[src/rtl/decode_pkg.sv]
// decode_pkg: MIPS-subset opcode/funct encodings, ALU codes and the ID/EX control bundle.
`default_nettype none

package decode_pkg;

  localparam int RA_W = 5;

  localparam logic [5:0] OP_RTYPE  = 6'h00;
  localparam logic [5:0] OP_REGIMM = 6'h01;
  localparam logic [5:0] OP_J      = 6'h02;
  localparam logic [5:0] OP_JAL    = 6'h03;
  localparam logic [5:0] OP_BEQ    = 6'h04;
  localparam logic [5:0] OP_ADDIU  = 6'h09;
  localparam logic [5:0] OP_ORI    = 6'h0D;
  localparam logic [5:0] OP_LUI    = 6'h0F;
  localparam logic [5:0] OP_LW     = 6'h23;
  localparam logic [5:0] OP_SW     = 6'h2B;

  localparam logic [5:0] FN_MFHI  = 6'h10;
  localparam logic [5:0] FN_MFLO  = 6'h12;
  localparam logic [5:0] FN_MULTU = 6'h19;
  localparam logic [5:0] FN_ADDU  = 6'h21;
  localparam logic [5:0] FN_SUBU  = 6'h23;
  localparam logic [5:0] FN_AND   = 6'h24;
  localparam logic [5:0] FN_OR    = 6'h25;
  localparam logic [5:0] FN_SLTU  = 6'h2B;

  localparam logic [2:0] ALU_AND  = 3'b000;
  localparam logic [2:0] ALU_OR   = 3'b001;
  localparam logic [2:0] ALU_ADD  = 3'b010;
  localparam logic [2:0] ALU_MUL  = 3'b011;
  localparam logic [2:0] ALU_MFHI = 3'b100;
  localparam logic [2:0] ALU_MFLO = 3'b101;
  localparam logic [2:0] ALU_SUB  = 3'b110;
  localparam logic [2:0] ALU_SLT  = 3'b111;

  typedef enum logic [1:0] {
    IMM_SIGN  = 2'd0,
    IMM_ZERO  = 2'd1,
    IMM_UPPER = 2'd2
  } immsel_t;

  typedef struct packed {
    logic            memtoreg;
    logic            memwrite;
    logic            isbranch;
    logic            brtype;
    logic            alusrcbimm;
    immsel_t         immsel;
    logic            regwrite;
    logic            dojump;
    logic            link;
    logic [2:0]      alucontrol;
    logic [RA_W-1:0] destreg;
    logic [RA_W-1:0] rs;
    logic [RA_W-1:0] rt;
    logic [15:0]     imm16;
    logic [25:0]     target26;
  } ctrl_t;

endpackage

`default_nettype wire

[src/rtl/decode_comb.sv]
// decode_comb: purely combinational instruction word -> ctrl_t plus hazard/legality flags.
`default_nettype none

module decode_comb
  import decode_pkg::*;
#(
  parameter int REG_AW = 5
) (
  input  logic [31:0] instr_i,
  output ctrl_t       ctrl_o,
  output logic        is_load_o,
  output logic        uses_rt_o,
  output logic        is_mul_o,
  output logic        reads_hilo_o,
  output logic        is_illegal_o
);

  localparam logic [RA_W-1:0] LINK_REG = RA_W'((1 << REG_AW) - 1);

  logic [5:0]      op;
  logic [5:0]      funct;
  logic [RA_W-1:0] rd;
  logic            regwrite_raw;

  assign op    = instr_i[31:26];
  assign funct = instr_i[5:0];
  assign rd    = instr_i[15:11];

  always_comb begin
    ctrl_o       = '0;
    is_load_o    = 1'b0;
    uses_rt_o    = 1'b0;
    is_mul_o     = 1'b0;
    reads_hilo_o = 1'b0;
    is_illegal_o = 1'b0;
    regwrite_raw = 1'b0;
    // Raw fields travel regardless of decode so execute can read operands directly.
    ctrl_o.rs       = instr_i[25:21];
    ctrl_o.rt       = instr_i[20:16];
    ctrl_o.imm16    = instr_i[15:0];
    ctrl_o.target26 = instr_i[25:0];
    case (op)
      OP_RTYPE: begin
        case (funct)
          FN_ADDU:  begin ctrl_o.alucontrol = ALU_ADD; regwrite_raw = 1'b1; uses_rt_o = 1'b1; ctrl_o.destreg = rd; end
          FN_SUBU:  begin ctrl_o.alucontrol = ALU_SUB; regwrite_raw = 1'b1; uses_rt_o = 1'b1; ctrl_o.destreg = rd; end
          FN_AND:   begin ctrl_o.alucontrol = ALU_AND; regwrite_raw = 1'b1; uses_rt_o = 1'b1; ctrl_o.destreg = rd; end
          FN_OR:    begin ctrl_o.alucontrol = ALU_OR;  regwrite_raw = 1'b1; uses_rt_o = 1'b1; ctrl_o.destreg = rd; end
          FN_SLTU:  begin ctrl_o.alucontrol = ALU_SLT; regwrite_raw = 1'b1; uses_rt_o = 1'b1; ctrl_o.destreg = rd; end
          FN_MULTU: begin ctrl_o.alucontrol = ALU_MUL; uses_rt_o = 1'b1; is_mul_o = 1'b1; ctrl_o.destreg = rd; end
          FN_MFHI:  begin ctrl_o.alucontrol = ALU_MFHI; regwrite_raw = 1'b1; reads_hilo_o = 1'b1; ctrl_o.destreg = rd; end
          FN_MFLO:  begin ctrl_o.alucontrol = ALU_MFLO; regwrite_raw = 1'b1; reads_hilo_o = 1'b1; ctrl_o.destreg = rd; end
          default:  is_illegal_o = 1'b1;
        endcase
      end
      OP_REGIMM: begin
        if (instr_i[20:16] == 5'd0) begin
          ctrl_o.alucontrol = ALU_SLT;
          ctrl_o.isbranch   = 1'b1;
          ctrl_o.brtype     = 1'b1;
        end else begin
          is_illegal_o = 1'b1;
        end
      end
      OP_J:   ctrl_o.dojump = 1'b1;
      OP_JAL: begin
        ctrl_o.dojump  = 1'b1;
        ctrl_o.link    = 1'b1;
        regwrite_raw   = 1'b1;
        ctrl_o.destreg = LINK_REG;
      end
      OP_BEQ: begin
        ctrl_o.alucontrol = ALU_SUB;
        ctrl_o.isbranch   = 1'b1;
        uses_rt_o         = 1'b1;
      end
      OP_ADDIU: begin
        ctrl_o.alucontrol = ALU_ADD; ctrl_o.alusrcbimm = 1'b1; ctrl_o.immsel = IMM_SIGN;
        regwrite_raw = 1'b1; ctrl_o.destreg = instr_i[20:16];
      end
      OP_ORI: begin
        ctrl_o.alucontrol = ALU_OR; ctrl_o.alusrcbimm = 1'b1; ctrl_o.immsel = IMM_ZERO;
        regwrite_raw = 1'b1; ctrl_o.destreg = instr_i[20:16];
      end
      OP_LUI: begin
        ctrl_o.alucontrol = ALU_OR; ctrl_o.alusrcbimm = 1'b1; ctrl_o.immsel = IMM_UPPER;
        regwrite_raw = 1'b1; ctrl_o.destreg = instr_i[20:16];
      end
      OP_LW: begin
        ctrl_o.alucontrol = ALU_ADD; ctrl_o.alusrcbimm = 1'b1; ctrl_o.immsel = IMM_SIGN;
        ctrl_o.memtoreg = 1'b1; regwrite_raw = 1'b1; ctrl_o.destreg = instr_i[20:16];
        is_load_o = 1'b1;
      end
      OP_SW: begin
        ctrl_o.alucontrol = ALU_ADD; ctrl_o.alusrcbimm = 1'b1; ctrl_o.immsel = IMM_SIGN;
        ctrl_o.memwrite = 1'b1; uses_rt_o = 1'b1;
      end
      default: is_illegal_o = 1'b1;
    endcase
    // $0 is hardwired, so a write to it is simply dropped here.
    ctrl_o.regwrite = regwrite_raw && (ctrl_o.destreg != '0);
  end

endmodule

`default_nettype wire

[src/rtl/decode_stage.sv]
// decode_stage: registered ID/EX stage with load-use and HI/LO interlocks and flush.
// Optional DECODE_ILLEGAL_TRAP_EN: undefined encodings pulse illegal_o and block input until reset.
`default_nettype none

module decode_stage
  import decode_pkg::*;
#(
  parameter int MUL_LATENCY = 4,
  parameter int REG_AW      = 5
) (
  input  logic        clk_i,
  input  logic        reset_i,
  input  logic        in_valid_i,
  output logic        in_ready_o,
  input  logic [31:0] in_instr_i,
  input  logic        flush_i,
  output logic        out_valid_o,
  input  logic        out_ready_i,
  output ctrl_t       out_ctrl_o
`ifdef DECODE_ILLEGAL_TRAP_EN
  ,
  output logic        illegal_o
`endif
);

  ctrl_t      dec_ctrl;
  logic       dec_is_load, dec_uses_rt, dec_is_mul, dec_reads_hilo, dec_is_illegal;
  logic       out_valid_q, out_valid_d;
  ctrl_t      out_ctrl_q, out_ctrl_d;
  logic       load_q, load_d;
  logic [3:0] mul_cnt_q, mul_cnt_d;
  logic       loaduse, mulbusy, advance, accept, take_illegal, trap_block;

  decode_comb #(.REG_AW(REG_AW)) u_decode_comb (
    .instr_i      (in_instr_i),
    .ctrl_o       (dec_ctrl),
    .is_load_o    (dec_is_load),
    .uses_rt_o    (dec_uses_rt),
    .is_mul_o     (dec_is_mul),
    .reads_hilo_o (dec_reads_hilo),
    .is_illegal_o (dec_is_illegal)
  );

  assign loaduse = out_valid_q && load_q && (out_ctrl_q.destreg != '0) &&
                   ((out_ctrl_q.destreg == dec_ctrl.rs) ||
                    (dec_uses_rt && (out_ctrl_q.destreg == dec_ctrl.rt)));
  assign mulbusy = (mul_cnt_q != 4'd0) && (dec_is_mul || dec_reads_hilo);

  assign advance    = !out_valid_q || out_ready_i || flush_i;
  assign in_ready_o = (!out_valid_q || out_ready_i) && !flush_i && !loaduse && !mulbusy && !trap_block;
  assign accept     = in_valid_i && in_ready_o;

  always_comb begin
    out_valid_d = out_valid_q;
    out_ctrl_d  = out_ctrl_q;
    load_d      = load_q;
    // Any advance without a usable accept (flush, stall, trap) leaves a bubble.
    if (advance) begin
      out_valid_d = accept && !take_illegal;
      out_ctrl_d  = out_valid_d ? dec_ctrl : '0;
      load_d      = out_valid_d && dec_is_load;
    end
    if (accept && dec_is_mul)
      mul_cnt_d = 4'(MUL_LATENCY);
    else if (mul_cnt_q != 4'd0)
      mul_cnt_d = mul_cnt_q - 4'd1;
    else
      mul_cnt_d = 4'd0;
  end

  always_ff @(posedge clk_i or posedge reset_i) begin
    if (reset_i) begin
      out_valid_q <= 1'b0;
      out_ctrl_q  <= '0;
      load_q      <= 1'b0;
      mul_cnt_q   <= 4'd0;
    end else begin
      out_valid_q <= out_valid_d;
      out_ctrl_q  <= out_ctrl_d;
      load_q      <= load_d;
      mul_cnt_q   <= mul_cnt_d;
    end
  end

`ifdef DECODE_ILLEGAL_TRAP_EN
  logic illegal_q, illegal_d, blocked_q, blocked_d;

  assign take_illegal = dec_is_illegal;
  assign illegal_d    = accept && dec_is_illegal;
  assign blocked_d    = blocked_q || illegal_d;
  assign trap_block   = blocked_q;
  assign illegal_o    = illegal_q;

  always_ff @(posedge clk_i or posedge reset_i) begin
    if (reset_i) begin
      illegal_q <= 1'b0;
      blocked_q <= 1'b0;
    end else begin
      illegal_q <= illegal_d;
      blocked_q <= blocked_d;
    end
  end
`else
  logic unused_illegal;

  assign take_illegal   = 1'b0;
  assign trap_block     = 1'b0;
  assign unused_illegal = dec_is_illegal;
`endif

  assign out_valid_o = out_valid_q;
  assign out_ctrl_o  = out_ctrl_q;

endmodule

`default_nettype wire
[config.mk]
export PLATFORM = sky130hd
export DESIGN_NAME = decode_stage
export DESIGN_NICKNAME = d
export VERILOG_FILES = /design/src/rtl/decode_pkg.sv /design/src/rtl/decode_comb.sv /design/src/rtl/decode_stage.sv
export SDC_FILE = /design/constraint.sdc
export NUM_CORES = 1
export LEC_CHECK = 0
export BUFFER_PORTS_ARGS = -buffer_cell sky130_fd_sc_hd__buf_2
export CAP_MARGIN = 0
export CORE_MARGIN = 2
export CORE_UTILIZATION = 44
export DETAILED_ROUTE_END_ITERATION = 8
export PLACE_DENSITY_LB_ADDON = 0.1
export SETUP_SLACK_MARGIN = 0.3
export SYNTH_ARGS = -nofsm -noshare
export SYNTH_HDL_FRONTEND = slang
export SYNTH_SLANG_ARGS = --single-unit
[constraint.sdc]
create_clock -name clk_i -period 2.1 [get_ports clk_i]
set_input_delay 0.105 -clock clk_i [delete_from_list [all_inputs] [get_ports clk_i]]
set_output_delay 0.105 -clock clk_i [all_outputs]
set_load 0.1 [all_outputs]
==> flow_summary.toml, run 1 <==
[status]
status = "finished with violations"
violations = "negative setup slack"

[sta]
timing.final.ws_setup_ns = -0.1682
setup_tns_ns = -4.481
tightest_slew_ns = 0.5763
grt_setup_unrepaired = "yes"
hold_slack_ns = 0.02155
finalSetupViolCount = 42
relSlewSlack_pct = 61.04
fin_crit_sh_pct = 108.0
fmax_mhz = 440.9
finalCriticalPeriod_ns = 2.268
fin_skew_ns = 0.007934
maxSlewViolCount = 0
hold_viol_final = 0

[routing]
via_per_inst = 5.516
dr.pass1.iters = 4
ant_nets = 0
vias = 2416
routed_wirelength_um = 7179
avgRoutedWirePerCell_um = 16.39
first_iter_violations = 116
drcViolationCount = 0

[worst_setup_path]
r2r_cells = 8
cp_slowest_cell = "or4_4"
path_cells = "or4_4, o211ai_2, buf_4, nor4_4, o21ai_2, and2_4, buf_12"
reg2reg_slack_ns = -0.14
reg2reg_to = "out_ctrl_o[34]"
worst_ep_required_time_ns = 2.00
crit_arrival_ns = 2.16
end_kind = "output pin"
crit_path_max_incr_delay_ns = 0.53
rr_startpoint = "out_ctrl_o[55]"
cp-start-kind = "flop"
critPathKind = "reg2out"
cp_max_fo = 3

[layout]
antenna_cells = 0
final_area_um2 = 3557
stdcell_count = 438
multi_input_area_um2 = 1303
nFillCells = 542
nets = 400
drive_above_1_share_pct = 45.73
regArea_um2 = 1244
syn_to_final_growth_pct = 29.76

[global_routing]
grt_pass1_wl_um = 11630
grt.total_usage_pct = 20.68
gr-total-overflow = 0
grt_pass1_vias = 2271
grt_antenna_before_repair = 0
grt_max_degree = 45

[cts]
numClockSinks = 49
cts_buffers = 5
cts.reportedPaths.clkPinSlew_ns = 0.09
cts_tree = "done"
cts_htree_levels = 2
cts_root_buffer = "clkbuf_8"
clock_path_buffers = 2
clock_latency_ns = 0.31

[synthesis]
syn_avg_cell_area_um2 = 10.19
synth_area_um2 = 2741
async_flop_share_pct = 100.0
postSynthCellCount = 269
ys_seq_area_share_pct = 44.73
synth_ff_type = "dfrtp_1"
syn-num-nets = 307
yosysWarnings = 0
synth.top_cell.area_share_pct = 44.73
yosys-top-cells-area = "dfrtp_1 (45%), a22o_1 (12%), buf_4 (7.7%), xnor2_1 (2.2%), nor2_1 (2.1%)"
synth_cell_types = 51
yosysTopAreaCell = "dfrtp_1"
synth_edf_count = 0
ys_seq_elements = 49

[worst_hold_path]
holdPathEnd = "out_ctrl_o[33]"
hold_path_class = "in2reg"
holdPathStages = 2
min_from = "in_instr_i[7]"

[place]
gp_congestion = 0.9031
hpwl_um = 5199
dp.cells = 425
place_area_um2 = 3264
port_buffers = 108

[pwr]
p_clk_share_pct = 29.5
power_frac_seq_pct = 38.9
internal-power_w = 0.001725
comb_power_share_pct = 31.5
vdd_ir_drop_max_mv = 0.3364
cellLeakagePower_nw = 1.855
fin_total_pwr_w = 0.002708
p_per_area_nw_per_um2 = 761.3
switchingPower_w = 0.0009828
swShare_pct = 36.29

[floorplan]
die_w_um = 82.93
start_util_pct = 46.03
dieArea_um2 = 6877
io_pins = 109
row_count = 28
fp.coreArea_um2 = 5956
die_h_um = 82.93

[job]
maxCapViolCount = 0
[per-layer routing]
layer	part of all wire (%)	global-route usage [%]	vias up	wire length, um
met1	46	29.20	1163	3329
met3	5.9	4.573	8	425
li1	-	-	1151	-
met5	0	0	-	0
met2	47	32.48	94	3344
met4	1.1	5.067	0	79
[logic make-up after synthesis]
group           count (synthesis)  share of synthesized area, %
fa+ha+maj                       1                        0.4563
simple gates                   80                         16.57
xor+xnor                       11                         3.514
compound gates                 78                         22.64
flops                          49                         44.73
buf+inv                        49                         11.73
mux                             1                        0.3651
[how the worst max path moves through the flow]
stage / from / cells after the start / endpoint
6_report: out_ctrl_o[55] / 7 / in_ready_o
5_1_grt: out_ctrl_o[55] / 8 / out_ctrl_o[34]
2_1_floorplan: out_ctrl_o[55] / 8 / out_ctrl_o[61]
3_3_place_gp: out_ctrl_o[55] / 6 / mul_cnt_q[2]
4_1_cts: out_ctrl_o[52] / 7 / in_ready_o
3_5_place_dp: out_ctrl_o[55] / 6 / mul_cnt_q[2]
[per-stage QoR]
stage               setup slack [ns]  utilization, %
CTS                          -0.1880           58.63
floorplan                    -0.1952               -
detailed placement           -0.1511           54.81
global placement            -0.08625           54.81
finish                       -0.1682           59.73
global route                 -0.2505           59.73
[sequential cells by signal, summed over array words and instances, names as in the netlist]
signal,cells
mul_cnt_q,4
out_valid_o,1
out_ctrl_o,44
[power by group through the flow]
| stage | Sequential [W] | Clock [W] | Combinational (W) |
|---|---|---|---|
| global placement | 0.00107 | 0 | 0.000798 |
| CTS | 0.00105 | 0.000813 | 0.000833 |
| detailed placement | 0.00107 | 0 | 0.000808 |
| global route | 0.00107 | 0.000868 | 0.000913 |
| floorplan | 0.00126 | 0 | 0.000456 |
| finish | 0.00105 | 0.000799 | 0.000854 |
[layout make-up]
type,count,area share [%]
tap,75,2.638
clock buffer,5,1.935
timing repair buffer,130,21.49
multi-input combinational,171,36.62
clock inverter,3,1.829
inverter,5,0.5276
sequential,49,34.96
[synthesized netlist by cell type (4+ instances only)]
cell	number
o21ai_0	9
a21oi_1	5
xor2_1	4
xnor2_1	7
a22o_1	36
buf_4	28
clkbuf_1	10
nand2_1	13
o2bb2ai_1	5
dfrtp_1	49
and3_1	5
nor2_1	15
nor2b_1	9
buf_6	4
nand2b_1	5
nand3_1	6
inv_1	5
nor3_1	6
[worst max-delay path: cells and delay by family (launching register included)]
family / cells / cell delay [ns]
AOI/OAI and AO/OA: 2 / 0.30
DFF: 1 / 0.48
buffers and inverters: 2 / 0.32
and+or+nand+nor: 3 / 0.76
[cells in the final DEF, fill, tap and decap left out, types with 4 or more instances in the layout]
master,instances
a21oi_1,5
a22o_1,36
and3_1,4
buf_2,107
buf_4,16
clkbuf_8,5
dfrtp_1,43
dfrtp_4,4
inv_1,4
nand2_1,13
nand2b_1,5
nand3_1,5
nor2_1,15
nor2b_1,8
nor3_1,6
o21ai_0,6
o21ai_2,4
o2bb2ai_1,5
xnor2_1,6
xor2_1,4
[repair_timing]
action,CTS,global route
pin swaps,4,7
gates resized for setup,15,8
hold buffers,1,0
endpoints found under the setup margin,47,47
endpoints found under the hold margin,19,0
cloned,1,1
setup buffers,2,0
Note: power is estimated with default switching activity, not from simulation.
==> run 2: changes to the inputs <==
Settings changed: CORE_UTILIZATION 44 to 45.
Clock period 2.1 ns to 2.2 ns, I/O delays scaled along.
==> run 2 against run 1 <==
- the flow still finishes with violations (negative setup slack)
- utilization is 2.7 points lower
- first-iteration DRC count is 6.9% lower
- die area is 2.1% lower
- sequential cell count stayed put
- non-clock buffer count is 8 lower
- largest cell class unchanged
==> flow_summary.toml, run 2 (same netlist as run 1, synthesis figures left out) <==
[status]
status = "finished with violations"
violations = "negative setup slack"

[routing]
dr.pass1.iters = 4
avgRoutedWirePerCell_um = 15.93
ant_nets = 0
via_per_inst = 5.523
first_iter_violations = 108
drcViolationCount = 0
routed_wirelength_um = 6850
vias = 2375

[place]
port_buffers = 108
post-place-ws_ns = -0.06831
hpwl_um = 5107
gp_congestion = 0.8644

[global_routing]
grt_max_degree = 33
gr-total-overflow = 0
grt_pass1_wl_um = 10610
grt_antenna_before_repair = 0
grt_pass1_vias = 2147
grt.total_usage_pct = 20.94

[floorplan]
row_count = 28
start_util_pct = 46.30
io_pins = 109
die_w_um = 82.05
dieArea_um2 = 6732
die_h_um = 82.05
fp.coreArea_um2 = 5921

[worst_setup_path]
crit_path_max_incr_delay_ns = 0.54
critPathKind = "reg2out"
crit_arrival_ns = 2.20
cp_max_fo = 3
rr_startpoint = "out_ctrl_o[54]"
cp_num_buf_inv = 1
cp_slowest_cell = "or4_4"
cp-start-kind = "flop"
worst_ep_required_time_ns = 2.09
path_cells = "or4_4, o211ai_2, nor4_2, nor4_4, and2_4, buf_12"
critPathTopFamily = "simple AND/OR/NAND/NOR gates"
end_kind = "output pin"
cp-startpoint = "out_ctrl_o[54]"

[layout]
largest_register_ffs = 44
antenna_cells = 0
final_core_util_pct = 57.06
layout_commonest_cell = "buf_2"
syn_to_final_growth_pct = 23.23
drive_above_1_share_pct = 42.54
mostFrequentLayoutCells = "buf_2 (107), dfrtp_1 (43), a22o_1 (36)"
nets = 392

[cts]
clock_path_buffers = 2
cts_buffers = 5
cts_htree_levels = 2
numClockSinks = 49
cts_tree = "done"
cts.reportedPaths.clkPinSlew_ns = 0.09
cts_root_buffer = "clkbuf_8"
clock_latency_ns = 0.31

[sta]
setup_tns_ns = -0.4120
grt_setup_unrepaired = "yes"
fin_skew_ns = 0.007392
hold_viol_final = 0
maxSlewViolCount = 0
relSlewSlack_pct = 61.93
finalSetupViolCount = 22
finalCriticalPeriod_ns = 2.311
hold_slack_ns = 0.02673
tightest_slew_ns = 0.5673
fin_crit_sh_pct = 105.1
timing.final.ws_setup_ns = -0.1113
fmax_mhz = 432.7

[pwr]
cellLeakagePower_nw = 1.743
vdd_ir_drop_max_mv = 0.3884
p_per_area_nw_per_um2 = 692.5
fin_total_pwr_w = 0.002339

[worst_hold_path]
hold_path_class = "in2reg"
min_from = "in_instr_i[6]"

[job]
maxCapViolCount = 0
## run 2: cell count changes in the layout (fill, tap and decap cells not counted), moves of 2 or more
cell / change
buf_4: -4
buf_6: -3
bufinv_16: -2
o21ai_2: -2
## run 2: through the flow
| stage | cell area, um^2 | instances |
|---|---|---|
| final | 3378 | 430 |
| after detailed placement | 3227 | 420 |
| after CTS | 3374 | 430 |
| after global routing | 3378 | 430 |
| after floorplan | 2774 | 269 |
| after global placement | 3227 | 420 |
## run 2: power by group
part	internal, W	leakage (nW)	switching, W
Sequential	0.000962	0.653	0.0000449
Clock	0.000256	0.0445	0.000313
Combinational	0.000198	1.04	0.000565
## run 2: final cells by class
type,instances,area (um^2)
fill,562,2542
multi-input combinational,171,1252
sequential,49,1244
timing repair buffer,122,675.6
tap,75,93.84
clock buffer,7,86.33
inverter,5,18.77
clock inverter,1,7.507
## run 2: timing repair
item / CTS / global route
setup buffers: 1 / 0
setup endpoints to repair: 47 / 47
hold endpoints to repair: 17 / 0
resized for setup: 8 / 2
pin swaps: 7 / 1
gates cloned: 0 / 0
hold buffers: 1 / 0
## run 2: path summary, 6_finish.rpt
kind	slack (ns)	to	cells past startpoint
max in group asynchronous	1.30	out_ctrl_o[55]	4
min reg2reg	0.44	mul_cnt_q[0]	1
min in group asynchronous	0.32	out_ctrl_o[35]	3
min	0.03	out_ctrl_o[32]	2
max	-0.11	in_ready_o	6
max reg2reg	-0.04	mul_cnt_q[2]	7
## run 2: worst register-to-register path, delay by kind of cell (launching register included)
family | cells | cell delay [ns]
buffers and inverters | 1 | 0.17
AOI/OAI and AO/OA | 2 | 0.52
DFF | 1 | 0.48
and+or+nand+nor | 4 | 0.98
## run 2: per-layer routing
metal | vias up | share of wire (%) | global-route usage, % | wire length [um]
li1 | 1133 | - | - | -
met1 | 1151 | 46 | 28.93 | 3126
met2 | 81 | 47 | 32.28 | 3191
met3 | 10 | 5.9 | 5.055 | 405
met4 | 0 | 1.9 | 6.833 | 127
met5 | - | 0 | 0 | 0
